<file path="src/rtl/fma_pkg.sv">
// Shared types and widths for the mulit/mulot multiplier request/response interface.
package fma_pkg;

    localparam int MUL_W  = 27;
    localparam int PROD_W = 54;

    typedef logic mtag_t;

    typedef struct packed {
        logic             en;
        logic [MUL_W-1:0] req_in_1;
        logic [MUL_W-1:0] req_in_2;
    } mulit;

    typedef struct packed {
        logic [PROD_W-1:0] out;
    } mulot;

endpackage

</file>
<file path="src/rtl/mul_share_pipe.sv">
// Product pipeline for mul_share: stage 0 registers operands/tag/valid, then LAT-2 product
// stages; the top-level output register supplies the final cycle of latency.
module mul_share_pipe
    import fma_pkg::*;
#(
    parameter int LAT = 3
) (
    input  logic              clk,
    input  logic              reset,
    input  logic              op_vld,
    input  mtag_t             op_tag,
    input  logic [MUL_W-1:0]  op_a,
    input  logic [MUL_W-1:0]  op_b,
    output logic              res_vld,
    output mtag_t             res_tag,
    output logic [PROD_W-1:0] res_prod
);

    function automatic logic [PROD_W-1:0] umul(input logic [MUL_W-1:0] a,
                                               input logic [MUL_W-1:0] b);
        return PROD_W'(a) * PROD_W'(b);
    endfunction

    if (LAT == 1) begin : g_comb
        always_comb begin
            res_vld  = op_vld;
            res_tag  = op_tag;
            res_prod = umul(op_a, op_b);
        end
    end else begin : g_reg
        logic [MUL_W-1:0] a_p0;
        logic [MUL_W-1:0] b_p0;
        logic             vld_pn [LAT-1];
        mtag_t            tag_pn [LAT-1];

        // Stage 0 / control chain: only the valids are reset so flushed ops never surface
        always_ff @(posedge clk) begin
            if (reset) begin
                for (int i = 0; i < LAT-1; i++) vld_pn[i] <= 1'b0;
            end else begin
                vld_pn[0] <= op_vld;
                for (int i = 1; i < LAT-1; i++) vld_pn[i] <= vld_pn[i-1];
            end
        end

        always_ff @(posedge clk) begin
            a_p0      <= op_a;
            b_p0      <= op_b;
            tag_pn[0] <= op_tag;
            for (int i = 1; i < LAT-1; i++) tag_pn[i] <= tag_pn[i-1];
        end

        assign res_vld = vld_pn[LAT-2];
        assign res_tag = tag_pn[LAT-2];

        if (LAT == 2) begin : g_prod_comb
            assign res_prod = umul(a_p0, b_p0);
        end else begin : g_prod_reg
            logic [PROD_W-1:0] prod_pn [LAT-2];

            // Stages 1..LAT-2: product registers
            always_ff @(posedge clk) begin
                prod_pn[0] <= umul(a_p0, b_p0);
                for (int i = 1; i < LAT-2; i++) prod_pn[i] <= prod_pn[i-1];
            end

            assign res_prod = prod_pn[LAT-3];
        end
    end

endmodule

</file>
<file path="src/rtl/mul_share.sv">
// Two-port round-robin front end sharing one pipelined 27x27 multiplier.
// Optional MUL_SHARE_CNT_EN adds saturating grant/conflict counters.
module mul_share
    import fma_pkg::*;
#(
    parameter int LAT    = 3,
    parameter bit RR_RST = 1'b0
) (
    input  logic        clk,
    input  logic        reset,
    input  mulit        muli0,
    input  mulit        muli1,
    output logic        gnt0,
    output logic        gnt1,
    output mulot        mulo0,
    output mulot        mulo1,
    output logic        vld0,
    output logic        vld1
`ifdef MUL_SHARE_CNT_EN
    ,
    output logic [31:0] op_cnt,
    output logic [15:0] cfl_cnt
`endif
);

    logic              rr;
    logic              both;
    logic              issue;
    mtag_t             tag;
    logic [MUL_W-1:0]  op_a;
    logic [MUL_W-1:0]  op_b;
    logic              res_vld;
    mtag_t             res_tag;
    logic [PROD_W-1:0] res_prod;

    always_comb begin
        both  = muli0.en & muli1.en;
        gnt0  = !reset && muli0.en && (!muli1.en || !rr);
        gnt1  = !reset && muli1.en && (!muli0.en || rr);
        issue = gnt0 | gnt1;
        tag   = gnt1;
        op_a  = gnt1 ? muli1.req_in_1 : muli0.req_in_1;
        op_b  = gnt1 ? muli1.req_in_2 : muli0.req_in_2;
    end

    // rr names the port that wins the next contended cycle
    always_ff @(posedge clk) begin
        if (reset) begin
            rr <= RR_RST;
        end else if (both) begin
            rr <= ~rr;
        end
    end

    mul_share_pipe #(
        .LAT (LAT)
    ) u_pipe (
        .clk      (clk),
        .reset    (reset),
        .op_vld   (issue),
        .op_tag   (tag),
        .op_a     (op_a),
        .op_b     (op_b),
        .res_vld  (res_vld),
        .res_tag  (res_tag),
        .res_prod (res_prod)
    );

    // Output stage: demux by tag; mulo holds between pulses
    always_ff @(posedge clk) begin
        if (reset) begin
            vld0      <= 1'b0;
            vld1      <= 1'b0;
            mulo0.out <= '0;
            mulo1.out <= '0;
        end else begin
            vld0 <= res_vld && !res_tag;
            vld1 <= res_vld && res_tag;
            if (res_vld && !res_tag) mulo0.out <= res_prod;
            if (res_vld && res_tag)  mulo1.out <= res_prod;
        end
    end

`ifdef MUL_SHARE_CNT_EN
    function automatic logic [31:0] sat_inc(input logic [31:0] cnt, input logic [31:0] top);
        return (cnt == top) ? cnt : cnt + 32'd1;
    endfunction

    always_ff @(posedge clk) begin
        if (reset) begin
            op_cnt  <= '0;
            cfl_cnt <= '0;
        end else begin
            if (issue) op_cnt  <= sat_inc(op_cnt, 32'hFFFF_FFFF);
            if (both)  cfl_cnt <= 16'(sat_inc({16'h0, cfl_cnt}, 32'h0000_FFFF));
        end
    end
`endif

endmodule

</file>
<file path="config.mk">
export PLATFORM = sky130hd
export DESIGN_NAME = mul_share
export DESIGN_NICKNAME = d
export VERILOG_FILES = /design/src/rtl/fma_pkg.sv /design/src/rtl/mul_share_pipe.sv /design/src/rtl/mul_share.sv
export SDC_FILE = /design/constraint.sdc
export NUM_CORES = 2
export LEC_CHECK = 0
export BUFFER_PORTS_ARGS = -buffer_cell sky130_fd_sc_hd__buf_2
export CAP_MARGIN = 20
export CORE_ASPECT_RATIO = 2
export CORE_MARGIN = 3
export CORE_UTILIZATION = 45
export CTS_BUF_LIST = sky130_fd_sc_hd__clkbuf_2 sky130_fd_sc_hd__clkbuf_4 sky130_fd_sc_hd__clkbuf_8
export DETAILED_ROUTE_END_ITERATION = 10
export GPL_ROUTABILITY_DRIVEN = 0
export PLACE_DENSITY = 0.62
export SLEW_MARGIN = 20
export SYNTH_ARGS = -nofsm -noshare
export SYNTH_HDL_FRONTEND = slang
export SYNTH_SLANG_ARGS = --single-unit
</file>
<file path="constraint.sdc">
create_clock -name clk -period 13.7 [get_ports clk]
set_input_delay 2.74 -clock clk [delete_from_list [all_inputs] [get_ports clk]]
set_output_delay 2.74 -clock clk [all_outputs]
set_load 0.02 [all_outputs]
</file>
==> qor.csv <==
stage,metric,value,unit
grt,grt_usage,25.4,%
clock_tree,postCtsResizedCells,0,
floorplan,pin_count,224,
clock_tree,clk_pin_slew,0.07,ns
synthesis,synthArstFlopShare,0,%
clock_tree,postCtsSetupRepairBufs,0,
critical_path,crit_path_end_kind,register,
sta,drv_slew,0,
routing,postRouteAntennaNets,0,
sta,grt_setup_unrepaired,no,
cells_and_area,syn2layout_area_growth,8.97,%
floorplan,core-area,66900,µm²
sta,fmax,0.131,GHz
grt,grt_pass1_vias,25400,
sta,setup_tns,0,ns
cells_and_area,fillers,6503,
clock_tree,clk_latency,0.63,ns
cells_and_area,finalInstanceArea,33200,µm²
sta,finClkSkew,0.0421,ns
sta,slew-limit-headroom,26.5,%
routing,wire_per_inst,19.8,µm
sta,period_share,55.9,%
critical_path,startpoint_type,register,
critical_path,worstPathRequired,14.24,ns
run_status,status,"finished, final reports clean",
synthesis,ys.flop_type,dfxtp_1,
synthesis,synth-edff-count,0,
placed_design,portBuffers,223,
sta,finalSetupViolations,0,
synthesis,netlist_area,30500,µm²
critical_path,crit_fanout,17,
critical_path,arrival,8.20,ns
cells_and_area,final_common_cell,inv_1,
grt,grt_pass1_wl,138000,µm
floorplan,dieWidth,190,µm
clock_tree,cts_root_buf,clkbuf_8,
routing,vias,23100,
placed_design,dp_slack,6.16,ns
worst_hold_path,worstHoldPathType,register to register,
synthesis,synth_cells,3425,
cells_and_area,final_cell_mix,"729 x inv_1, 719 x nand2_1, 624 x fa_1",
grt,grt-ovfl-total,0,
cells_and_area,drive_gt1_share,11.9,%
sta,fin_ws,6.04,ns
synthesis,ys_types,61,
sta,holdWs,0.328,ns
routing,via_per_inst,5.19,
floorplan,start_util,45.6,%
synthesis,yosys_warnings,0,
clock_tree,htree_levels,2,
critical_path,critical_path_class,register to register,
routing,route.detailed.drc,0,
routing,drt_first_iter_violations,1188,
synthesis,synth-seq-cells,223,
clock_tree,cts_sinks,223,
sta,min_period,7.66,ns
clock_tree,ctsHoldBuffers,0,
sta,hold_viol,0,
floorplan,rows,134,
floorplan,die_y,374,µm
routing,dr.pass1.iters,5,
floorplan,die_area,71100,µm²
grt,grt_max_degree,61,
flow_run,maxCapViolCount,0,
cells_and_area,nets,4472,
clock_tree,clock_path_buffers,3,
clock_tree,cts_tree,yes,
sta,worstMarginPinSlew,1.10,ns
placed_design,place_area,32400,µm²
routing,finalWirelength,88000,µm
placed_design,hpwl,67100,µm
synthesis,syn_area_per_cell,8.90,µm²
grt,grt_antenna_before_repair,2,
synthesis,ys_seq_area_share,14.6,%
clock_tree,cts_inserted_buffers,36,
synthesis,syn_nets,4354,
[per-layer routing]
layer | global-route usage, % | share of wire (%) | vias to the layer above
met2 | 47.5 | 53 | 855
met3 | 2.94 | 5.1 | 322
li1 | - | - | 10300
met5 | 0 | 0 | -
met1 | 26.7 | 34 | 11700
met4 | 15.8 | 7.5 | 0
[path summary, 6_finish.rpt]
| path | to | depth (start not counted) | from | slack, ns |
|---|---|---|---|---|
| worst max-delay path | u_pipe.g_reg.g_prod_reg.prod_pn[0][50] | 23 | u_pipe.g_reg.a_p0[17] | 6.04 |
| worst min-delay path | u_pipe.g_reg.tag_pn[0][1] | 0 | u_pipe.g_reg.tag_pn[0][0] | 0.33 |
| worst max register to register | u_pipe.g_reg.g_prod_reg.prod_pn[0][50] | 23 | u_pipe.g_reg.a_p0[17] | 6.04 |
| worst min register to register | u_pipe.g_reg.tag_pn[0][1] | 0 | u_pipe.g_reg.tag_pn[0][0] | 0.33 |
[synthesized netlist by cell type, types with 3 or more instances]
library cell	count	share of area, %
inv_1	729	9.0
nand2_1	720	8.9
fa_1	624	41
and2_1	271	5.6
dfxtp_1	223	15
ha_1	193	7.9
clkbuf_1	187	2.3
a21oi_1	159	2.6
mux2_2	55	2.0
a21o_1	32	0.79
nor2_1	28	0.34
xnor2_1	27	0.78
xor2_1	23	0.66
o21ai_0	19	0.31
nand4_1	12	0.25
nor2b_1	10	0.21
buf_2	8	0.13
nand3_1	8	0.13
o21ai_1	8	0.13
o21bai_1	8	0.20
a31oi_1	7	0.14
nor3_1	7	0.11
a211oi_1	5	0.12
buf_1	5	0.062
o211ai_1	5	0.12
and3_1	4	0.082
a221oi_2	3	0.15
o21a_1	3	0.074
[through the flow]
stage	utilization, %	std cells
2_1_floorplan	-	3425
3_3_place_gp	48.4	4389
3_5_place_dp	48.4	4389
4_1_cts	49.6	4454
5_1_grt	49.6	4455
6_report	49.6	4455
[worst max-delay path, stage by stage, from the launching register on]
cell and delay [ns]:
dfxtp_1 0.66, buf_4 0.37, nand2_1 0.12, fa_1 0.54
inv_1 0.05, fa_1 0.54, inv_1 0.07, fa_1 0.45
fa_1 0.54, inv_1 0.05, fa_1 0.48, fa_1 0.50
inv_1 0.05, fa_1 0.47, inv_1 0.04, ha_1 0.40
a21o_1 0.24, o21bai_1 0.25, a221oi_1 0.47, o21ai_1 0.18
nor3_2 0.41, nor2_1 0.18, a221oi_2 0.33, xnor2_1 0.16
[area by class of cell]
cell class / instances / area [µm²] / share of cell area, %
multi-input cells: 2272 / 22500 / 67.8
well taps: 884 / 1110 / 3.33
clock inverters: 11 / 133 / 0.399
flip-flops and latches: 223 / 4470 / 13.4
repair buffers: 281 / 1550 / 4.68
diodes: 1 / 2.50 / 0.00754
inverters: 729 / 2740 / 8.24
clock buffers: 54 / 681 / 2.05
[cell families after synthesis]
logic type      synth area share, %
compound gates                 5.55
xor+xnor                       1.44
fa+ha+maj                      48.9
buf+inv                        11.5
flops                          14.6
mux                            2.03
simple gates                   15.9
[registers in the layout, summed over array words and instances (netlist names), 2 cells and up]
signal,flops
u_pipe.g_reg.tag_pn,2
u_pipe.g_reg.a_p0,27
u_pipe.g_reg.vld_pn,2
mulo1,54
u_pipe.g_reg.b_p0,27
u_pipe.g_reg.g_prod_reg.prod_pn,54
mulo0,54
Power is not shown: default switching activity piles up to over one toggle a cycle in this logic, so the estimate is an artifact.
